## src/rtl/booth_mult_seq_if.sv

```systemverilog
// Handshake and step-datapath bundle for booth_mult_seq.
// slave: sequencer side; master: issue logic plus step datapath side.
interface booth_mult_seq_if #(
    parameter int WIDTH = 32
);
    logic               start;
    logic [WIDTH-1:0]   op_a;
    logic [WIDTH-1:0]   op_b;
    logic [2*WIDTH:0]   step_prod;
    logic [WIDTH-1:0]   step_mcand;
    logic [2:0]         step_opcode;
    logic [2*WIDTH:0]   step_next;
    logic [WIDTH-1:0]   result;
    logic               overflow;
    logic               ready;
    logic               busy;

    modport master (
        output start, op_a, op_b, step_next,
        input  step_prod, step_mcand, step_opcode, result, overflow, ready, busy
    );

    modport slave (
        input  start, op_a, op_b, step_next,
        output step_prod, step_mcand, step_opcode, result, overflow, ready, busy
    );
endinterface

```

## src/rtl/booth_mult_seq.sv

```systemverilog
// Radix-4 Booth multiply sequencer: owns the product, multiplicand and iteration
// counter around an external step datapath. Option macro: MULT_ZERO_BYPASS_EN.
module booth_mult_seq #(
    parameter int WIDTH = 32,
    parameter int STEPS = 16
) (
    input logic             clock,
    input logic             reset,
    booth_mult_seq_if.slave bus
);
    localparam int CW = $clog2(STEPS) + 1;

    typedef enum logic [1:0] {IDLE, RUN, DONE} state_t;

    state_t           state, state_nxt;
    logic [2*WIDTH:0] prod, prod_nxt;
    logic [WIDTH-1:0] mcand, mcand_nxt;
    logic [CW-1:0]    count, count_nxt;
    logic             load;

    always_ff @(posedge clock) begin
        if (reset) begin
            state <= IDLE;
            prod  <= '0;
            mcand <= '0;
            count <= '0;
        end else begin
            state <= state_nxt;
            prod  <= prod_nxt;
            mcand <= mcand_nxt;
            count <= count_nxt;
        end
    end

    always_comb begin
        state_nxt = state;
        prod_nxt  = prod;
        mcand_nxt = mcand;
        count_nxt = count;
        load      = 1'b0;
        case (state)
            IDLE: load = bus.start;
            RUN: begin
                prod_nxt  = bus.step_next;
                count_nxt = count + CW'(1);
                if (count == CW'(STEPS - 1))
                    state_nxt = DONE;
            end
            DONE: begin
                state_nxt = IDLE;
                load      = bus.start;
            end
            default: state_nxt = IDLE;
        endcase
        // A start seen in DONE reloads directly, so back-to-back multiplies have no bubble.
        if (load) begin
            prod_nxt  = {{WIDTH{1'b0}}, bus.op_b, 1'b0};
            mcand_nxt = bus.op_a;
            count_nxt = '0;
            state_nxt = RUN;
`ifdef MULT_ZERO_BYPASS_EN
            if (bus.op_a == '0 || bus.op_b == '0) begin
                prod_nxt  = '0;
                state_nxt = DONE;
            end
`endif
        end
    end

    assign bus.step_prod   = prod;
    assign bus.step_mcand  = mcand;
    assign bus.step_opcode = prod[2:0];
    assign bus.result      = prod[WIDTH:1];
    assign bus.overflow    = (prod[2*WIDTH:WIDTH+1] != {WIDTH{prod[WIDTH]}});
    assign bus.ready       = (state == DONE);
    assign bus.busy        = (state == RUN);
endmodule

```

## src/flat_wrapper.sv

```systemverilog
// flat-port wrapper written by rule: the top's interface ports become plain ports
module booth_mult_seq_flat 
#(
    parameter int WIDTH = 32,
    parameter int STEPS = 16
)
  (clock, reset, bus_start, bus_op_a, bus_op_b, bus_step_next, bus_step_prod, bus_step_mcand, bus_step_opcode, bus_result, bus_overflow, bus_ready, bus_busy);
  booth_mult_seq_if #(.WIDTH(WIDTH)) bus_i ();
  input logic clock;
  input logic reset;
  input wire logic [$bits(bus_i.start)-1:0] bus_start;
  input wire logic [$bits(bus_i.op_a)-1:0] bus_op_a;
  input wire logic [$bits(bus_i.op_b)-1:0] bus_op_b;
  input wire logic [$bits(bus_i.step_next)-1:0] bus_step_next;
  output wire logic [$bits(bus_i.step_prod)-1:0] bus_step_prod;
  output wire logic [$bits(bus_i.step_mcand)-1:0] bus_step_mcand;
  output wire logic [$bits(bus_i.step_opcode)-1:0] bus_step_opcode;
  output wire logic [$bits(bus_i.result)-1:0] bus_result;
  output wire logic [$bits(bus_i.overflow)-1:0] bus_overflow;
  output wire logic [$bits(bus_i.ready)-1:0] bus_ready;
  output wire logic [$bits(bus_i.busy)-1:0] bus_busy;
  assign bus_i.start = bus_start;
  assign bus_i.op_a = bus_op_a;
  assign bus_i.op_b = bus_op_b;
  assign bus_i.step_next = bus_step_next;
  assign bus_step_prod = bus_i.step_prod;
  assign bus_step_mcand = bus_i.step_mcand;
  assign bus_step_opcode = bus_i.step_opcode;
  assign bus_result = bus_i.result;
  assign bus_overflow = bus_i.overflow;
  assign bus_ready = bus_i.ready;
  assign bus_busy = bus_i.busy;
  booth_mult_seq #(.WIDTH(WIDTH), .STEPS(STEPS)) u_core (.clock(clock), .reset(reset), .bus(bus_i));
endmodule
```

## config.mk

```make
export PLATFORM = sky130hd
export DESIGN_NAME = booth_mult_seq_flat
export DESIGN_NICKNAME = d
export VERILOG_FILES = /design/src/rtl/booth_mult_seq_if.sv /design/src/rtl/booth_mult_seq.sv /design/src/flat_wrapper.sv
export SDC_FILE = /design/constraint.sdc
export NUM_CORES = 1
export LEC_CHECK = 0
export ABC_AREA = 0
export BUFFER_PORTS_ARGS = -buffer_cell sky130_fd_sc_hd__buf_2
export CORE_MARGIN = 5
export CORE_UTILIZATION = 43
export DETAILED_ROUTE_END_ITERATION = 10
export HOLD_SLACK_MARGIN = 0.03
export PLACE_DENSITY = 0.87
export SLEW_MARGIN = 30
export SYNTH_ARGS = -nofsm -noshare
export SYNTH_HDL_FRONTEND = slang
export SYNTH_SLANG_ARGS = --single-unit
export TNS_END_PERCENT = 50
```

## constraint.sdc

```tcl
create_clock -name clock -period 1.79 [get_ports clock]
set_clock_uncertainty 0.15 [all_clocks]
set_input_delay 0.2685 -clock clock [delete_from_list [all_inputs] [get_ports clock]]
set_output_delay 0.2685 -clock clock [all_outputs]
set_load 0.1 [all_outputs]
```

-- Word level (Yosys, flattened, before mapping)
Index checks and enable logic that the tools add are counted.
- word-level logic and storage cells: 27
- output and inout bits: 135
- bits of input ports: 132
- bits in registers: 104
- reduce and logical (&&, ||, !) cells: 6
- eq/ne operators: 7
- bitwise operators: 1
- mux-type cells: 6
- add/subtract/negate cells: 1
- operators by type and width (cell ; number):
    $mux W33 ; 2
    $ne A32 B32 Y1 ; 1
    $add A5 B1 Y5 const B ; 1
    $eq A5 B4 Y1 const B ; 1
    $ne A2 B1 Y1 const B ; 2
    $pmux W2 S2 ; 1
    $reduce_and A2 Y1 ; 2
    $reduce_or A2 Y1 ; 2
    $ne A3 B1 Y1 const B ; 1
    $eq A2 B1 Y1 const B ; 1
    $eq A2 B2 Y1 const B ; 1
    $logic_not A2 Y1 ; 1
    $mux W1 ; 2
    $mux W2 ; 1
    $reduce_bool A2 Y1 ; 1
    $not A1 Y1 ; 1

-- Depth between registers and ports, before layout
Gate-level depths: netlist (run 1).
- depth in word-level cells: 5
- depth in mapped cells: 7
- gate-level depth less buffers: 6

-- Least setup slack after synthesis (run 1)
No wires, ideal clock.
- path kind: reg2out
- start point: reg u_core.prod[32] (netlist: u_core.bus.step_prod[32])
- end point: out bus_overflow
- setup slack: -1.042 ns
- data required time: 1.371 ns
- data arrival time: 2.413 ns
- path buffers: 1
- stages on the path, launching flop included: 6
- cells stage by stage: dfxtp_1 -> buf_6 -> nand3_1 -> nor3_2 -> a31oi_1 -> or4_1
- word-level cells in the longest chain between the ends: 1
- ends and longest elaborated chain (item ; RTL line ; source):
    start, declared ; booth_mult_seq.sv:16 ; logic [2*WIDTH:0] prod, prod_nxt;
    start signal, assigned ; booth_mult_seq.sv:29 ; prod <= prod_nxt;
    $ne A32 B32 Y1 ; booth_mult_seq.sv:74 ; assign bus.overflow = (prod[2*WIDTH:WIDTH+1] != {WIDTH{prod[WIDTH]}});
    end, declared ; flat_wrapper.sv:19 ; output wire logic [$bits(bus_i.overflow)-1:0] bus_overflow;
Every way passes these cells.

-- Final worst setup path (run 1)
- start point: reg u_core.prod[53] (netlist: u_core.bus.step_prod[53])
- end point: out bus_overflow
Same word-level chain as after synthesis.

==> flow_metrics.tcl, run 1 <==
set metrics [dict create \
    post_synth_fa_ha_maj_area_fraction 0.005922 \
    rsz0062_at_grt "yes" \
    p_seq_frac 0.381 \
    avgSynthCellArea_um2 7.972 \
    worst_setup_path_end_kind "output port" \
    fin_crit_sh 1.299 \
    drive_above_1_share 0.4339 \
    required_ps 1370 \
    ant_nets 0 \
    holdWs_ps 42.13 \
    synth-xor-area-share 0.006219 \
    syn_nets 664 \
    routed_via_density 5.026 \
    power_switching_uw 2952 \
    r2r_start "u_core.state[0]$_SDFFE_PP0P_" \
    status "finished with violations" \
    fin_ws_ps -535.5 \
    h-tree-depth 3 \
    grt_pass1_vias 4731 \
    setup_viol 1 \
    synth-seq-area-share 0.4927 \
    via_count 5001 \
    peakVddDrop_mv 0.5843 \
    synth-compound-area-share 0.1806 \
    reg2regPathDepth 7 \
    synth_warnings 0 \
    die_height_um 109.1 \
    gp_congestion 0.7947 \
    netlist_instances 530 \
    syn2layout_area_growth_pct 63.99 \
    port_buffers 266 \
    syn_area_um2 4225 \
    drt_iter0_markers 346 \
    fmaxAchievable_ghz 0.4300 \
    start_util 0.4363 \
    finalHoldViolCount 0 \
    reg2reg_slack_ps 130 \
    reg2reg_to "u_core.bus.step_prod[31]$_SDFFE_PP0P_" \
    grt_antenna_before_repair 0 \
    synth_mux_area_frac 0 \
    yosysUniqueCellTypes 28 \
    whs_path_depth 3 \
    dpl_cell_area_um2 5685 \
    crit_type "reg -> out" \
    cts-root-buf "clkbuf_8" \
    final_core_util 0.7155 \
    path_clk_slew_ps 120 \
    cap_violations 0 \
    finalPower_uw 6698 \
    swShare 0.4408 \
    synth_seq_cells 104 \
    slew_viol_final 0 \
    p_leak_uw 0.003268 \
    drc_errors 0 \
    wl_um 16170 \
    dpl.hpwl_um 9497 \
    arrival_ps 1910 \
    layout_min_cycle_time_ps 2326 \
    cts_tree "done" \
    grt-ovfl-total 0 \
    intPower_uw 3745 \
    wl_per_cell_um 16.25 \
    grt_max_degree 66 \
    min_to "u_core.bus.step_prod[29]$_SDFFE_PP0P_" \
    die_x_um 109.1 \
    min_from "bus_op_b[28]" \
    tightest_slew_ps 680.2 \
    num_antenna_cells 0 \
    synth_top_family_by_area "simple AND/OR/NAND/NOR gates" \
    finish.instance_area_um2 6929 \
    combPwrFrac 0.385 \
    synth_top_area_frac 0.4927 \
    synthSimpleGateAreaFrac 0.2052 \
    relSlewSlack 0.5465 \
    cts_sinks 104 \
    grtUsageTotal 0.2523 \
    worstSetupStartpointType "register" \
    coreArea_um2 9684 \
    hold_path.class "in -> reg" \
    violations "negative setup slack" \
    clkLatencyLatePin_ps 360 \
    nets 991 \
    ios 267 \
    grt_pass1_wl_um 23560 \
    drtPass1Iterations 5 \
    synthTopCellsByArea "dfxtp_1 (49%), nand2_1 (15%), a21oi_1 (12%)" \
    cp_max_fo 3 \
    dieArea_um2 11910 \
    pwr-share-clk 0.234 \
    power.density_nw_per_um2 966.6 \
    cts_max_path_buffers 2 \
    cts-buffers-inserted 9 \
    synth_top_area_cell "dfxtp_1" \
    rows 36 \
]
==> stage by stage <==
stage / setup TNS (ps) / worst slack (ps) / instances
2_1_floorplan: -309.7 / -278.7 / 530
6_report: -535.5 / -535.5 / 995
4_1_cts: -498.3 / -498.3 / 993
3_5_place_dp: -247.1 / -247.1 / 886
3_3_place_gp: -205.8 / -205.8 / 886
5_1_grt: -623.9 / -614.9 / 995
==> cells by family (layout without fill, tap and decap cells) <==
logic type / count (synthesis) / count (layout)
compound gates: 135 / 135
xor+xnor: 3 / 3
fa+ha+maj: 2 / 2
buf+inv: 75 / 407
flops: 104 / 104
simple gates: 211 / 211
==> repair_timing <==
item | CTS | global route
setup buffers | 0 | 1
endpoints found under the setup margin | 2 | 4
gates resized for setup | 10 | 9
pin swaps | 3 | 6
hold buffers | 91 | 1
hold endpoints to repair | 85 | 1
==> state kept, by name, summed over array words and instances, names as in the netlist <==
register,count
u_core.bus.step_prod,65
u_core.bus.step_mcand,32
u_core.count,5
u_core.state,2
==> worst max-delay path by stage <==
stage	end	cells past startpoint	start	slack, ps
global placement	bus_overflow	4	u_core.bus.step_prod[60]$_SDFFE_PP0P_	-210
detailed placement	bus_overflow	4	u_core.bus.step_prod[37]$_SDFFE_PP0P_	-250
finish	bus_overflow	4	u_core.bus.step_prod[53]$_SDFFE_PP0P_	-540
global route	bus_overflow	4	u_core.bus.step_prod[32]$_SDFFE_PP0P_	-610
floorplan	bus_overflow	4	u_core.bus.step_prod[39]$_SDFFE_PP0P_	-280
CTS	bus_overflow	4	u_core.bus.step_prod[37]$_SDFFE_PP0P_	-500
==> power by group through the flow <==
| stage | clock (µW) | combinational [µW] | sequential (µW) |
|---|---|---|---|
| final | 1570 | 2580 | 2550 |
| after global routing | 1700 | 2670 | 2570 |
| after CTS | 1600 | 2520 | 2550 |
| after detailed placement | 0 | 2350 | 2600 |
| after global placement | 0 | 2340 | 2590 |
| after floorplan | 0 | 1000 | 3540 |
==> cell type report <==
class                           count  area, µm²
Fill cell                         685       2755
Timing Repair Buffer              389       2570
Sequential cell                   104       2203
Multi-Input combinational cell    351       1757
Clock buffer                       11      173.9
Tap cell                          133      166.4
Clock inverter                      5      51.30
Inverter                            2      7.507
==> routing by layer <==
layer	routed length (µm)	track usage	part of all wire	vias to the layer above
li1	-	-	-	2393
met1	5688	0.2708	0.35	2289
met2	8572	0.4693	0.53	275
met3	1443	0.06986	0.089	44
met4	463	0.08927	0.029	0
met5	0	0	0	-
==> cell usage in the layout, fill, tap and decap left out, types with 2 or more instances in the layout <==
| cell type | instances |
|---|---|
| dfxtp_4 | 25 |
| buf_12 | 6 |
| dlygate4sd3_1 | 92 |
| dfxtp_1 | 57 |
| inv_8 | 3 |
| a21oi_1 | 98 |
| ha_1 | 2 |
| nor3_2 | 4 |
| buf_2 | 262 |
| nand3_1 | 4 |
| dfxtp_2 | 22 |
| clkbuf_8 | 9 |
| nor4_4 | 3 |
| nand2b_1 | 3 |
| xor2_1 | 2 |
| buf_4 | 27 |
| nor3_1 | 4 |
| a31oi_1 | 3 |
| nand2_1 | 170 |
| clkbuf_16 | 2 |
| a22oi_1 | 32 |
| nand4_1 | 5 |
| clkinv_4 | 2 |
| clkbuf_4 | 2 |
| nor2_1 | 12 |
==> synth_stat cells <==
cell / instances
a211oi_1: 1
a21oi_1: 98
a22oi_1: 32
a31oi_1: 4
and3_1: 1
buf_2: 14
buf_4: 41
buf_6: 1
clkbuf_1: 16
clkbuf_2: 1
dfxtp_1: 104
ha_1: 2
inv_1: 1
inv_2: 1
nand2_1: 170
nand2b_1: 3
nand3_1: 4
nand4_1: 5
nor2_1: 12
nor2_2: 1
nor2b_1: 2
nor3_1: 6
nor3_2: 2
nor4_1: 3
nor4_2: 1
or4_1: 1
xnor2_1: 1
xor2_1: 2
==> worst max-delay path: stages, from the launching register on <==
cell and delay, ps:
dfxtp_4 370, nor4_4 290, a31oi_1 120, or4_4 570, buf_12 180
Note: power is estimated with default switching activity, not from simulation.
==> run 2: changes to the inputs <==
==> constraint.sdc (replaced) <==
create_clock -name clock -period 2.44 [get_ports clock]
set_clock_uncertainty 0.15 [all_clocks]
set_input_delay 0.366 -clock clock [delete_from_list [all_inputs] [get_ports clock]]
set_output_delay 0.366 -clock clock [all_outputs]
set_load 0.1 [all_outputs]
==> run 2 against run 1 <==
  * The flow now finishes without violations
  * Critical path type unchanged
  * First-iteration DRC count decreased by 36%
  * Clock power shrank 35%
  * Largest power group is now registers
  * Flip-flop and latch count unchanged
==> flow_metrics.tcl, run 2 (synthesized netlist as in run 1, its figures left out) <==
set metrics [dict create \
    layout_min_cycle_time_ps 2394 \
    status "finished, final reports clean" \
    start_util 0.4363 \
    ant_nets 0 \
    rows 36 \
    dpl.hpwl_um 9651 \
    cts-root-buf "clkbuf_8" \
    worstSetupStartpointType "register" \
    die_x_um 109.1 \
    grt_antenna_before_repair 0 \
    grtUsageTotal 0.1997 \
    fin_crit_sh 0.9813 \
    tightest_slew_ps 670.0 \
    port_buffers 266 \
    dieArea_um2 11910 \
    path_clk_slew_ps 110 \
    relSlewSlack 0.5534 \
    arrival_ps 1880 \
    rsz0062_at_grt "yes" \
    finalHoldViolCount 0 \
    drt_iter0_markers 223 \
    slew_viol_final 0 \
    ios 267 \
    drc_errors 0 \
    peakVddDrop_mv 0.5416 \
    cts_tree "done" \
    largest_reg_flops 65 \
    cts_max_path_buffers 2 \
    cp_max_fo 4 \
    grt_max_degree 66 \
    dp_slack_ps 330.1 \
    final_core_util 0.5877 \
    cts_sinks 104 \
    worst_setup_path_end_kind "output port" \
    power.density_nw_per_um2 811.1 \
    num_antenna_cells 0 \
    clkLatencyLatePin_ps 350 \
    gp_congestion 0.8299 \
    wl_um 13090 \
    via_count 4288 \
    final_cell_mix "buf_2 (264), nand2_1 (170), a21oi_1 (98)" \
    coreArea_um2 9684 \
    p_leak_uw 0.002727 \
    drtPass1Iterations 4 \
    grt_pass1_vias 3925 \
    routed_via_density 4.862 \
    grt_pass1_wl_um 18870 \
    setup_viol 0 \
    crit_type "reg -> out" \
    grt-ovfl-total 0 \
    fin_ws_ps 45.74 \
    cap_violations 0 \
    h-tree-depth 3 \
    required_ps 1920 \
    syn2layout_area_growth_pct 34.71 \
    fmaxAchievable_ghz 0.4177 \
    wl_per_cell_um 14.84 \
    drive_above_1_share 0.4499 \
    layout_commonest_cell "buf_2" \
    nets 878 \
    die_height_um 109.1 \
    hold_path.class "in -> reg" \
    cts-buffers-inserted 9 \
]
==> run 2: area by class of cell <==
type                       instances  area [µm²]
tap                              133       166.4
fill                             895        3993
sequential                       104        2128
clock inverter                     6       51.30
inverter                           2       7.507
timing repair buffer             276        1465
multi-input combinational        351        1735
clock buffer                      10       137.6
==> run 2: layer usage <==
| layer | track usage | up-vias | part of all wire |
|---|---|---|---|
| li1 | - | 2161 | - |
| met1 | 0.2266 | 1945 | 0.39 |
| met3 | 0.07164 | 17 | 0.091 |
| met5 | 0 | - | 0 |
| met4 | 0.05500 | 0 | 0.012 |
| met2 | 0.3522 | 165 | 0.51 |
==> run 2: where the power goes <==
group / internal (µW) / switching, µW
logic: 312 / 1400
clock network: 416 / 605
registers: 1800 / 78.1
==> run 2: final timing paths <==
kind / from / endpoint / slack, ps / cells after the start
max: u_core.bus.step_prod[63]$_SDFFE_PP0P_ / bus_overflow / 50 / 4
min: bus_op_a[13] / u_core.bus.step_mcand[13]$_SDFFE_PP0P_ / 80 / 3
max reg2reg: u_core.state[0]$_SDFFE_PP0P_ / u_core.bus.step_prod[52]$_SDFFE_PP0P_ / 620 / 6
min reg2reg: u_core.bus.step_mcand[7]$_SDFFE_PP0P_ / u_core.bus.step_mcand[7]$_SDFFE_PP0P_ / 310 / 2
==> run 2: critical path, stage by stage (launching register included) <==
cell     delay, ps
dfxtp_2        350
nor4_4         290
a31oi_2        140
or4_4          570
buf_12         180
==> run 2: timing repair <==
item	CTS	global route
gates resized for setup	2	14
pin swaps	0	5
hold buffers	0	0
setup buffers	0	2
setup endpoints to repair	1	1
==> run 2: per-stage QoR <==
stage | TNS (ps) | cell area [µm²] | hold slack (ps) | total power, µW | std cells
after floorplan | 0 | 4270 | 303.7 | 3345 | 530
after global placement | 0 | 5421 | 288.3 | 3595 | 864
after detailed placement | 0 | 5421 | 293.0 | 3614 | 864
after CTS | 0 | 5615 | 64.45 | 4619 | 880
after global routing | -24.90 | 5692 | 48.09 | 4808 | 882
final | 0 | 5692 | 81.84 | 4616 | 882
